**config.mk**
```make
export PLATFORM = sky130hd
export DESIGN_NAME = rle_compressor
export DESIGN_NICKNAME = d
export VERILOG_FILES = /design/src/rtl/rle_pkg.sv /design/src/rtl/rle_token_fifo.sv /design/src/rtl/rle_compressor.sv
export SDC_FILE = /design/constraint.sdc
export NUM_CORES = 1
export LEC_CHECK = 0
export BUFFER_PORTS_ARGS = -buffer_cell sky130_fd_sc_hd__buf_2
export CORE_UTILIZATION = 23
export DETAILED_ROUTE_END_ITERATION = 16
export PLACE_DENSITY = 0.43
export SETUP_SLACK_MARGIN = 0.5
export SLEW_MARGIN = 5
export SYNTH_ARGS = -nofsm -noshare
export SYNTH_HDL_FRONTEND = slang
export SYNTH_SLANG_ARGS = --single-unit
```
**constraint.sdc**
```tcl
create_clock -name sclk -period 5.2 [get_ports sclk]
set_clock_uncertainty 0.1 [all_clocks]
set_input_delay 1.04 -clock sclk [delete_from_list [all_inputs] [get_ports sclk]]
set_output_delay 1.04 -clock sclk [all_outputs]
set_load 0.005 [all_outputs]
```
**src/rtl/rle_pkg.sv**
```systemverilog
// Token format shared by the RLE compressor and decompressor.
// Latency: n/a (types and constants only).
// Backpressure: n/a.
package rle_pkg;

  // Default run-count field width; token = {value bit, run length - 1}.
  localparam int CNT_W_DEF = 2;
  localparam int TOKEN_W   = CNT_W_DEF + 1;
  localparam int MAX_CNT   = (1 << CNT_W_DEF) - 1;

  // Field positions inside a token.
  localparam int VAL_POS = TOKEN_W - 1;
  localparam int CNT_MSB = CNT_W_DEF - 1;

  typedef logic [TOKEN_W-1:0] token_t;

endpackage

```
**src/rtl/rle_token_fifo.sv**
```systemverilog
// Generic synchronous FIFO holding encoded tokens.
// Latency: a word pushed at edge k is visible at rdata after edge k.
// Backpressure: full/empty are registered-count based; push-while-full is legal only with a pop in the same cycle.
module rle_token_fifo #(
  parameter int WIDTH = 3,
  parameter int DEPTH = 4
) (
  input  logic                     clk,
  input  logic                     rst,
  input  logic                     push,
  input  logic [WIDTH-1:0]         wdata,
  input  logic                     pop,
  output logic [WIDTH-1:0]         rdata,
  output logic                     full,
  output logic                     empty,
  output logic [$clog2(DEPTH):0]   count
);

  localparam int AW = $clog2(DEPTH);

  logic [WIDTH-1:0] mem [DEPTH];
  logic [AW-1:0]    wptr;
  logic [AW-1:0]    rptr;

  // Storage array; contents need no reset because count gates visibility.
  always_ff @(posedge clk) begin
    if (push) begin
      mem[wptr] <= wdata;
    end
  end

  // Pointers wrap naturally since DEPTH is a power of two.
  always_ff @(posedge clk or posedge rst) begin
    if (rst) begin
      wptr  <= '0;
      rptr  <= '0;
      count <= '0;
    end else begin
      if (push) wptr <= wptr + 1'b1;
      if (pop)  rptr <= rptr + 1'b1;
      case ({push, pop})
        2'b10:   count <= count + 1'b1;
        2'b01:   count <= count - 1'b1;
        default: count <= count;
      endcase
    end
  end

  assign rdata = mem[rptr];
  assign full  = (count == (AW+1)'(DEPTH));
  assign empty = (count == '0);

endmodule

```
**src/rtl/rle_compressor.sv**
```systemverilog
// Serial run-length encoder: raw bits in, {value, count} tokens buffered, re-serialised MSB first.
// Latency: token pushed at edge k drives serOut after k+1 when the shifter is empty; one bit per clock sustained.
// Backpressure: stackFull blocks input while the token FIFO is full; outReady=0 freezes serOut/bitValid.
module rle_compressor
  import rle_pkg::*;
#(
  parameter int CNT_W = CNT_W_DEF,
  parameter int DEPTH = 4
) (
  input  logic sclk,
  input  logic rst,
  input  logic serIn,
  input  logic inValid,
  input  logic flush,
  output logic stackFull,
  output logic serOut,
  output logic bitValid,
  input  logic outReady,
  output logic idle
);

  localparam int TOK_W = CNT_W + 1;
  localparam int LW    = $clog2(CNT_W + 1);
  localparam logic [CNT_W-1:0] CNT_MAX = '1;

  // Open run state
  logic             run_active;
  logic             run_bit;
  logic [CNT_W-1:0] run_cnt;

  // Token FIFO interface
  logic             fifo_push;
  logic             fifo_pop;
  logic [TOK_W-1:0] fifo_wdata;
  logic [TOK_W-1:0] fifo_head;
  logic             fifo_full;
  logic             fifo_empty;
  logic [$clog2(DEPTH):0] fifo_count;

  // Serializer state: bits of the current token not yet on serOut
  logic [CNT_W-1:0] sh_rest;
  logic [LW-1:0]    bits_left;

  logic accept;
  logic run_break;
  logic flush_go;
  logic advance;
  logic last_bit;

  assign stackFull = fifo_full;
  assign accept    = inValid & ~stackFull;
  // A run closes on a value change or when its count field is saturated.
  assign run_break = run_active & ((serIn != run_bit) | (run_cnt == CNT_MAX));
  // Flush only wins on cycles with no incoming bit, so bit order is never ambiguous.
  assign flush_go  = ~inValid & flush & run_active & ~fifo_full;

  assign fifo_push  = (accept & run_break) | flush_go;
  assign fifo_wdata = {run_bit, run_cnt};

  assign advance  = bitValid & outReady;
  assign last_bit = advance & (bits_left == '0);
  // Reloading on the final consumed bit keeps consecutive tokens bubble-free.
  assign fifo_pop = ~fifo_empty & (~bitValid | last_bit);

  assign idle = ~run_active & fifo_empty & ~bitValid;

  rle_token_fifo #(
    .WIDTH (TOK_W),
    .DEPTH (DEPTH)
  ) u_fifo (
    .clk   (sclk),
    .rst   (rst),
    .push  (fifo_push),
    .wdata (fifo_wdata),
    .pop   (fifo_pop),
    .rdata (fifo_head),
    .full  (fifo_full),
    .empty (fifo_empty),
    .count (fifo_count)
  );

  // Run tracker: extend, restart or close the open run
  always_ff @(posedge sclk or posedge rst) begin
    if (rst) begin
      run_active <= 1'b0;
      run_bit    <= 1'b0;
      run_cnt    <= '0;
    end else if (accept) begin
      if (!run_active || run_break) begin
        run_active <= 1'b1;
        run_bit    <= serIn;
        run_cnt    <= '0;
      end else begin
        run_cnt <= run_cnt + 1'b1;
      end
    end else if (flush_go) begin
      run_active <= 1'b0;
      run_cnt    <= '0;
    end
  end

  // Serializer: load a token from the FIFO head, then shift one bit per consumed beat
  always_ff @(posedge sclk or posedge rst) begin
    if (rst) begin
      bitValid  <= 1'b0;
      serOut    <= 1'b0;
      sh_rest   <= '0;
      bits_left <= '0;
    end else if (fifo_pop) begin
      bitValid  <= 1'b1;
      serOut    <= fifo_head[TOK_W-1];
      sh_rest   <= fifo_head[CNT_W-1:0];
      bits_left <= LW'(CNT_W);
    end else if (advance) begin
      if (bits_left == '0) begin
        bitValid <= 1'b0;
        serOut   <= 1'b0;
      end else begin
        serOut    <= sh_rest[CNT_W-1];
        sh_rest   <= sh_rest << 1;
        bits_left <= bits_left - 1'b1;
      end
    end
  end

endmodule
```
==> flow_metrics.tcl, run 1 <==
set metrics [dict create \
    placedCellCount 181 \
    grt-ovfl-total 0 \
    pin_count 10 \
    synth_ff_type "dfrtp_1" \
    worstPathArrival_ns 1.57 \
    cts-buffers-inserted 5 \
    grt_pass1_wl_um 3912 \
    start_util_pct 24.37 \
    io_buffers 9 \
    synth_common_cells "17 x dfrtp_1, 12 x edfxtp_1, 10 x inv_1, 7 x ha_1" \
    cts.sinks 29 \
    die-area_um2 6292 \
    total_leakage_power_nw 0.6716 \
    pwr-share-comb_pct 33.0 \
    fp.dieH_um 79.32 \
    path_cells "or3_2, nor3_1, buf_2" \
    coreArea_um2 5642 \
    synth-simple-area-share_pct 11.28 \
    vias 769 \
    wl_per_cell_um 11.92 \
    cts_setup_buffers 0 \
    cts_resized 0 \
    clk_latency_ns 0.27 \
    ys_types 31 \
    ys_warn_count 0 \
    pwr-share-clk_pct 20.1 \
    gp_congestion 0.7005 \
    cts_root_buf "clkbuf_8" \
    critPathKind "flop to primary output" \
    synthArstFlopShare_pct 58.62 \
    cts_tree "built" \
    clock.fmax_ghz 0.3691 \
    drive_above_1_share_pct 26.50 \
    status "complete, no violations" \
    antenna_left 0 \
    ys_ff_latch 29 \
    cp_max_fo 5 \
    p_sw_uw 287.9 \
    switching_share_pct 33.44 \
    synth_edf_count 12 \
    synth_top_area_share_pct 30.94 \
    final_nets 130 \
    dr.pass1.iters 4 \
    synth.most_common_cell "dfrtp_1" \
    synth.largest_area_cell "dfrtp_1" \
    layout_min_cycle_time_ns 2.709 \
    hpwlAfterDp_um 1701 \
    required_ns 4.06 \
    routed_via_density 4.069 \
    path_buf_inv 1 \
    slew_headroom_pct 55.86 \
    hold_class "flop to flop" \
    synth_top_family_by_area "simple AND/OR/NAND/NOR gates" \
    synth_nets 115 \
    htree_num_levels 2 \
    avgSynthCellArea_um2 13.61 \
    grtUsageTotal_pct 8.772 \
    synthAdderAreaFrac_pct 7.825 \
    start_kind "flop" \
    pwr_density_cell_nw_per_um2 541.7 \
    timing.final.hold_violations 0 \
    cpPeakStageDelay_ns 0.56 \
    cts_max_path_buffers 2 \
    p_int_uw 572.9 \
    routed_wl_um 2252 \
    yosys-top-cells-area "dfrtp_1 31%, edfxtp_1 26%, ha_1 6.4%, mux4_2 4.9%, inv_1 2.7%" \
    synth-xor-area-share_pct 4.459 \
    drc_errors 0 \
    seqPwrFrac_pct 46.9 \
    worst-slew-pin-transition_ns 0.6614 \
    rows 27 \
    slew_violations 0 \
    path_clk_slew_ns 0.06 \
    diodes 0 \
    rsz0062_at_grt "no" \
    hold_buffers 0 \
    chipWidth_um 79.32 \
    synth_compound_area_share_pct 6.460 \
    synthCells 101 \
    synth.area.mux_share_pct 9.827 \
    syn_to_final_growth_pct 15.56 \
    drtIter0Drc 25 \
    grt_pass1_vias 792 \
    grt_antenna_before_repair 0 \
    grt_max_degree 18 \
    drv_cap 0 \
    crit_path_top_delay_cell "or3_2" \
    synth_area_um2 1375 \
    end_kind "primary output" \
    seq_area_frac_synth_pct 57.14 \
    tns_ns 0 \
    cp_top_family "simple AND/OR/NAND/NOR gates" \
    final-setup-viol-count 0 \
    fin_cells 189 \
    post-route-period-util_pct 52.10 \
    peakVddDrop_v 0.0001969 \
]
## layer usage
metal | vias to the layer above | part of all wire (%) | track usage (%)
met1 | 369 | 48 | 10.28
met4 | 0 | 2.8 | 5.455
li1 | 381 | - | -
met5 | - | 0 | 0
met2 | 13 | 44 | 12.67
met3 | 6 | 5.3 | 4.368
## worst paths after layout
| kind | start | end | depth (start not counted) | slack [ns] |
|---|---|---|---|---|
| setup / recovery | u_fifo.count[0] | idle | 3 | 2.49 |
| hold / removal | u_fifo.count[2] | u_fifo.count[2] | 1 | 0.40 |
| setup reg to reg | u_fifo.count[0] | u_fifo.count[2] | 7 | 2.79 |
| hold reg to reg | u_fifo.count[2] | u_fifo.count[2] | 1 | 0.40 |
| max in group asynchronous | rst | run_cnt[0] | 2 | 3.83 |
| min in group asynchronous | rst | bitValid | 2 | 0.75 |
## kinds of logic after synthesis
logic type	after synthesis
AND/OR/NAND/NOR	25
AO/OA/AOI/OAI	12
multiplexers	9
XOR/XNOR	7
buffers and inverters	11
flip-flops	29
adder cells (fa/ha/maj)	8
## state kept, by name, indices dropped and copies added, names as in the netlist
name          cells
u_fifo.mem       12
u_fifo.wptr       2
bits_left         2
run_bit           1
run_active        1
u_fifo.count      3
u_fifo.rptr       2
serOut            1
sh_rest           2
bitValid          1
run_cnt           2
## worst register-to-register path, stage by stage (launching register included)
cell and delay, ns:
dfrtp_1 0.44, or3_2 0.56, a21boi_4 0.20, ha_1 0.24
fa_1 0.38, xnor2_1 0.13, nor2_1 0.12, xor2_1 0.17
## placed cells by master (no fill, tap or decap), drive strengths merged, types with 2 or more instances in the layout
cell	count
and2	4
buf	9
nor2b	2
edfxtp	12
ha	7
clkbuf	6
xnor2	4
a21boi	2
o21ai	5
nor2	4
nand2	5
nand3	5
dfrtp	17
inv	10
mux2	3
clkinv	2
xor2	3
mux4	3
mux2i	3
## through the flow
stage,hold slack [ns],instance area (um^2),power (mW),setup slack [ns],util (%)
final,0.3961,1589,0.8607,2.491,28.17
after global routing,0.4067,1589,0.9358,2.350,28.17
after CTS,0.3946,1589,0.8756,2.471,28.17
after detailed placement,0.3745,1506,0.6962,2.237,26.70
after global placement,0.3713,1506,0.6850,2.282,26.70
after floorplan,0.3473,1375,0.6205,2.490,-
## final cells by class
type | instances | area (um^2)
clock inverter | 2 | 10.01
tap | 72 | 90.09
sequential | 29 | 785.8
fill | 582 | 4053
clock buffer | 6 | 72.57
inverter | 10 | 37.54
multi-input combinational | 61 | 548.0
timing repair buffer | 9 | 45.04
## power groups by stage
| stage | clock [mW] | sequential (mW) | combinational (mW) |
|---|---|---|---|
| 5_1_grt | 0.195 | 0.417 | 0.323 |
| 2_1_floorplan | 0 | 0.379 | 0.241 |
| 3_5_place_dp | 0 | 0.410 | 0.287 |
| 4_1_cts | 0.181 | 0.406 | 0.289 |
| 3_3_place_gp | 0 | 0.405 | 0.280 |
| 6_report | 0.173 | 0.404 | 0.284 |
No activity file was read; power rests on OpenSTA's default activity.
==> inputs of run 2 (changes only) <==
- ABC_AREA: default -> 1
- PLACE_DENSITY: 0.43 -> 0.44
- clock period: 5.2 -> 2.19 ns (I/O delays scaled with it)
==> flow_metrics.tcl, run 2 <==
set metrics [dict create \
    coreArea_um2 6096 \
    slew_violations 0 \
    slew_headroom_pct 80.85 \
    multi_input_area_um2 656.9 \
    ys_warn_count 0 \
    cts_tree "built" \
    crit_path_top_delay_cell "fa_2" \
    grt-ovfl-total 0 \
    post-route-period-util_pct 90.96 \
    path_cells "nor2_4, nand2_2, nand4_4, nand2_4, inv_6, ha_4, fa_2, mux2_2" \
    clk_latency_ns 0.28 \
    die-area_um2 6805 \
    ys_ff_latch 29 \
    cts-buffers-inserted 5 \
    pwr_density_cell_nw_per_um2 1444 \
    grt_max_degree 18 \
    start_kind "flop" \
    grt_pass1_wl_um 4830 \
    timing.final.hold_violations 0 \
    layout_min_cycle_time_ns 1.992 \
    fin_util_pct 32.33 \
    grt_pass1_vias 1068 \
    synth_area_um2 1490 \
    syn_to_final_growth_pct 32.24 \
    synth_common_cells "27 x nand2_1, 22 x inv_1, 17 x dfrtp_1, 14 x nor2_1, 12 x edfxtp_1" \
    final_area_um2 1971 \
    cts_root_buf "clkbuf_8" \
    yosys-top-cells-area "dfrtp_1 29%, edfxtp_1 24%, nand2_1 6.8%, ha_1 5.9%, inv_1 5.5%" \
    clock.fmax_ghz 0.5020 \
    htree_num_levels 2 \
    synth_nets 165 \
    area.sequential_um2 789.5 \
    routed_wl_um 2836 \
    peakVddDrop_v 0.0005332 \
    nFillCells 652 \
    rsz0062_at_grt "yes" \
    final_common_cell "nand2_1" \
    drv_cap 0 \
    largest_reg_flops 12 \
    final_nets 203 \
    fp.dieH_um 82.49 \
    io_buffers 9 \
    cpPeakStageDelay_ns 0.42 \
    synth_edf_count 12 \
    vias 1054 \
    synth_ff_type "dfrtp_1" \
    worstPathArrival_ns 2.06 \
    seq_area_frac_synth_pct 52.73 \
    final_cell_mix "26 x nand2_1, 23 x buf_4, 21 x inv_1" \
    hpwlAfterDp_um 1987 \
    routed_via_density 3.977 \
    end_kind "flop" \
    synthArstFlopShare_pct 58.62 \
    power_mw 2.846 \
    largest_registers "u_fifo.mem x12, u_fifo.count x3" \
    grt_antenna_before_repair 0 \
    wl_per_cell_um 10.70 \
    synthCells 151 \
    critPathKind "flop to flop" \
    cp_max_fo 3 \
    path_clk_slew_ns 0.07 \
    diodes 0 \
    r2r_setup_slack_ns 0.20 \
    drive_above_1_share_pct 36.84 \
    chipWidth_um 82.49 \
    synth.largest_area_cell "dfrtp_1" \
    avgSynthCellArea_um2 9.869 \
    largest_register "u_fifo.mem" \
    drtIter0Drc 46 \
    post_dp_cell_area_um2 1714 \
    cp_top_family "adder cells" \
    worst-slew-pin-transition_ns 0.2872 \
    total_leakage_power_nw 0.9052 \
    path_buf_inv 1 \
    tns_ns 0 \
    synth_top_area_share_pct 28.55 \
    antenna_left 0 \
    drc_errors 0 \
    hold_class "primary input to asynchronous set/reset pin" \
    gp_congestion 0.7254 \
    dr.pass1.iters 4 \
    grtUsageTotal_pct 9.707 \
    cts.sinks 29 \
    synth.most_common_cell "nand2_1" \
    ys_types 29 \
    start_util_pct 24.45 \
    status "complete, no violations" \
    rows 28 \
    final-setup-viol-count 0 \
    cts_max_path_buffers 2 \
    pin_count 10 \
    required_ns 2.26 \
]
-- run 2: cell types whose count changed in the layout (fill, tap and decap cells not counted), moves of 4 or more --
cell	change
and2_2	-4
inv_1	+11
nor2_4	+4
buf_4	+23
nand3_1	+4
nor2_1	+10
nand2_1	+21
inv_2	+4
-- run 2: worst paths after layout --
| check | from | end | cells after the start |
|---|---|---|---|
| min reg2reg | serOut | serOut | 2 |
| max | u_fifo.count[1] | u_fifo.count[1] | 8 |
| max in group asynchronous | rst | run_bit | 3 |
| max reg2reg | u_fifo.count[1] | u_fifo.count[1] | 8 |
| min in group sclk | serIn | run_bit | 3 |
| min | rst | sh_rest[0] | 3 |
-- run 2: stage by stage --
| step | std cells | hold WS [ns] | setup WS, ns |
|---|---|---|---|
| 3_3_place_gp | 241 | 0.3602 | 0.09850 |
| 4_1_cts | 263 | 0.06129 | 0.1850 |
| 3_5_place_dp | 241 | 0.3677 | 0.08567 |
| 6_report | 265 | 0.06413 | 0.1979 |
| 2_1_floorplan | 151 | 0.2640 | 0.2093 |
| 5_1_grt | 265 | 0.09768 | 0.1379 |
-- run 2: final cells by class --
class / count / share of cell area [%]
clock buffers: 5 / 3.492
flip-flops and latches: 29 / 40.06
multi-input cells: 95 / 33.33
inverters: 26 / 5.206
well taps: 75 / 4.762
clock inverters: 3 / 2.095
repair buffers: 32 / 11.05
-- run 2: cell families after synthesis --
| group | Yosys count | share of synthesized area [%] |
|---|---|---|
| AND/OR/NAND/NOR | 65 | 22.33 |
| flip-flops | 29 | 52.73 |
| buffers and inverters | 27 | 7.053 |
| AO/OA/AOI/OAI | 18 | 8.145 |
| adder cells (fa/ha/maj) | 8 | 7.221 |
| XOR/XNOR | 3 | 1.764 |
| multiplexers | 1 | 0.7556 |
-- run 2: routing by layer --
metal  vias to the layer above  global-route usage (%)  wire length (um)
met1                       477                   12.06              1401
met2                        12                   15.54              1327
li1                        560                       -                 -
met5                         -                       0                 0
met3                         5                   3.626                78
met4                         0                   3.103                29
-- run 2: worst reg2reg max path, stage by stage, from the launching register on --
cell and delay, ns:
dfrtp_1 0.40, nor2_4 0.22, nand2_2 0.11, nand4_4 0.09, nand2_4 0.08, inv_6 0.06, ha_4 0.13, fa_2 0.42
mux2_2 0.27
-- run 2: report_power, final --
part / switching, mW / internal, mW / leakage, nW
clock network: 0.214 / 0.334 / 0.0518
registers: 0.164 / 0.798 / 0.312
logic: 0.709 / 0.628 / 0.542
total: 1.09 / 1.76 / 0.905
-- run 2: timing repair --
action                     in CTS  in global routing
hold buffers                    0                  0
setup endpoints to repair       4                 10
pin swaps                       8                  2
setup buffers                  14                  2
resized for setup               2                  5
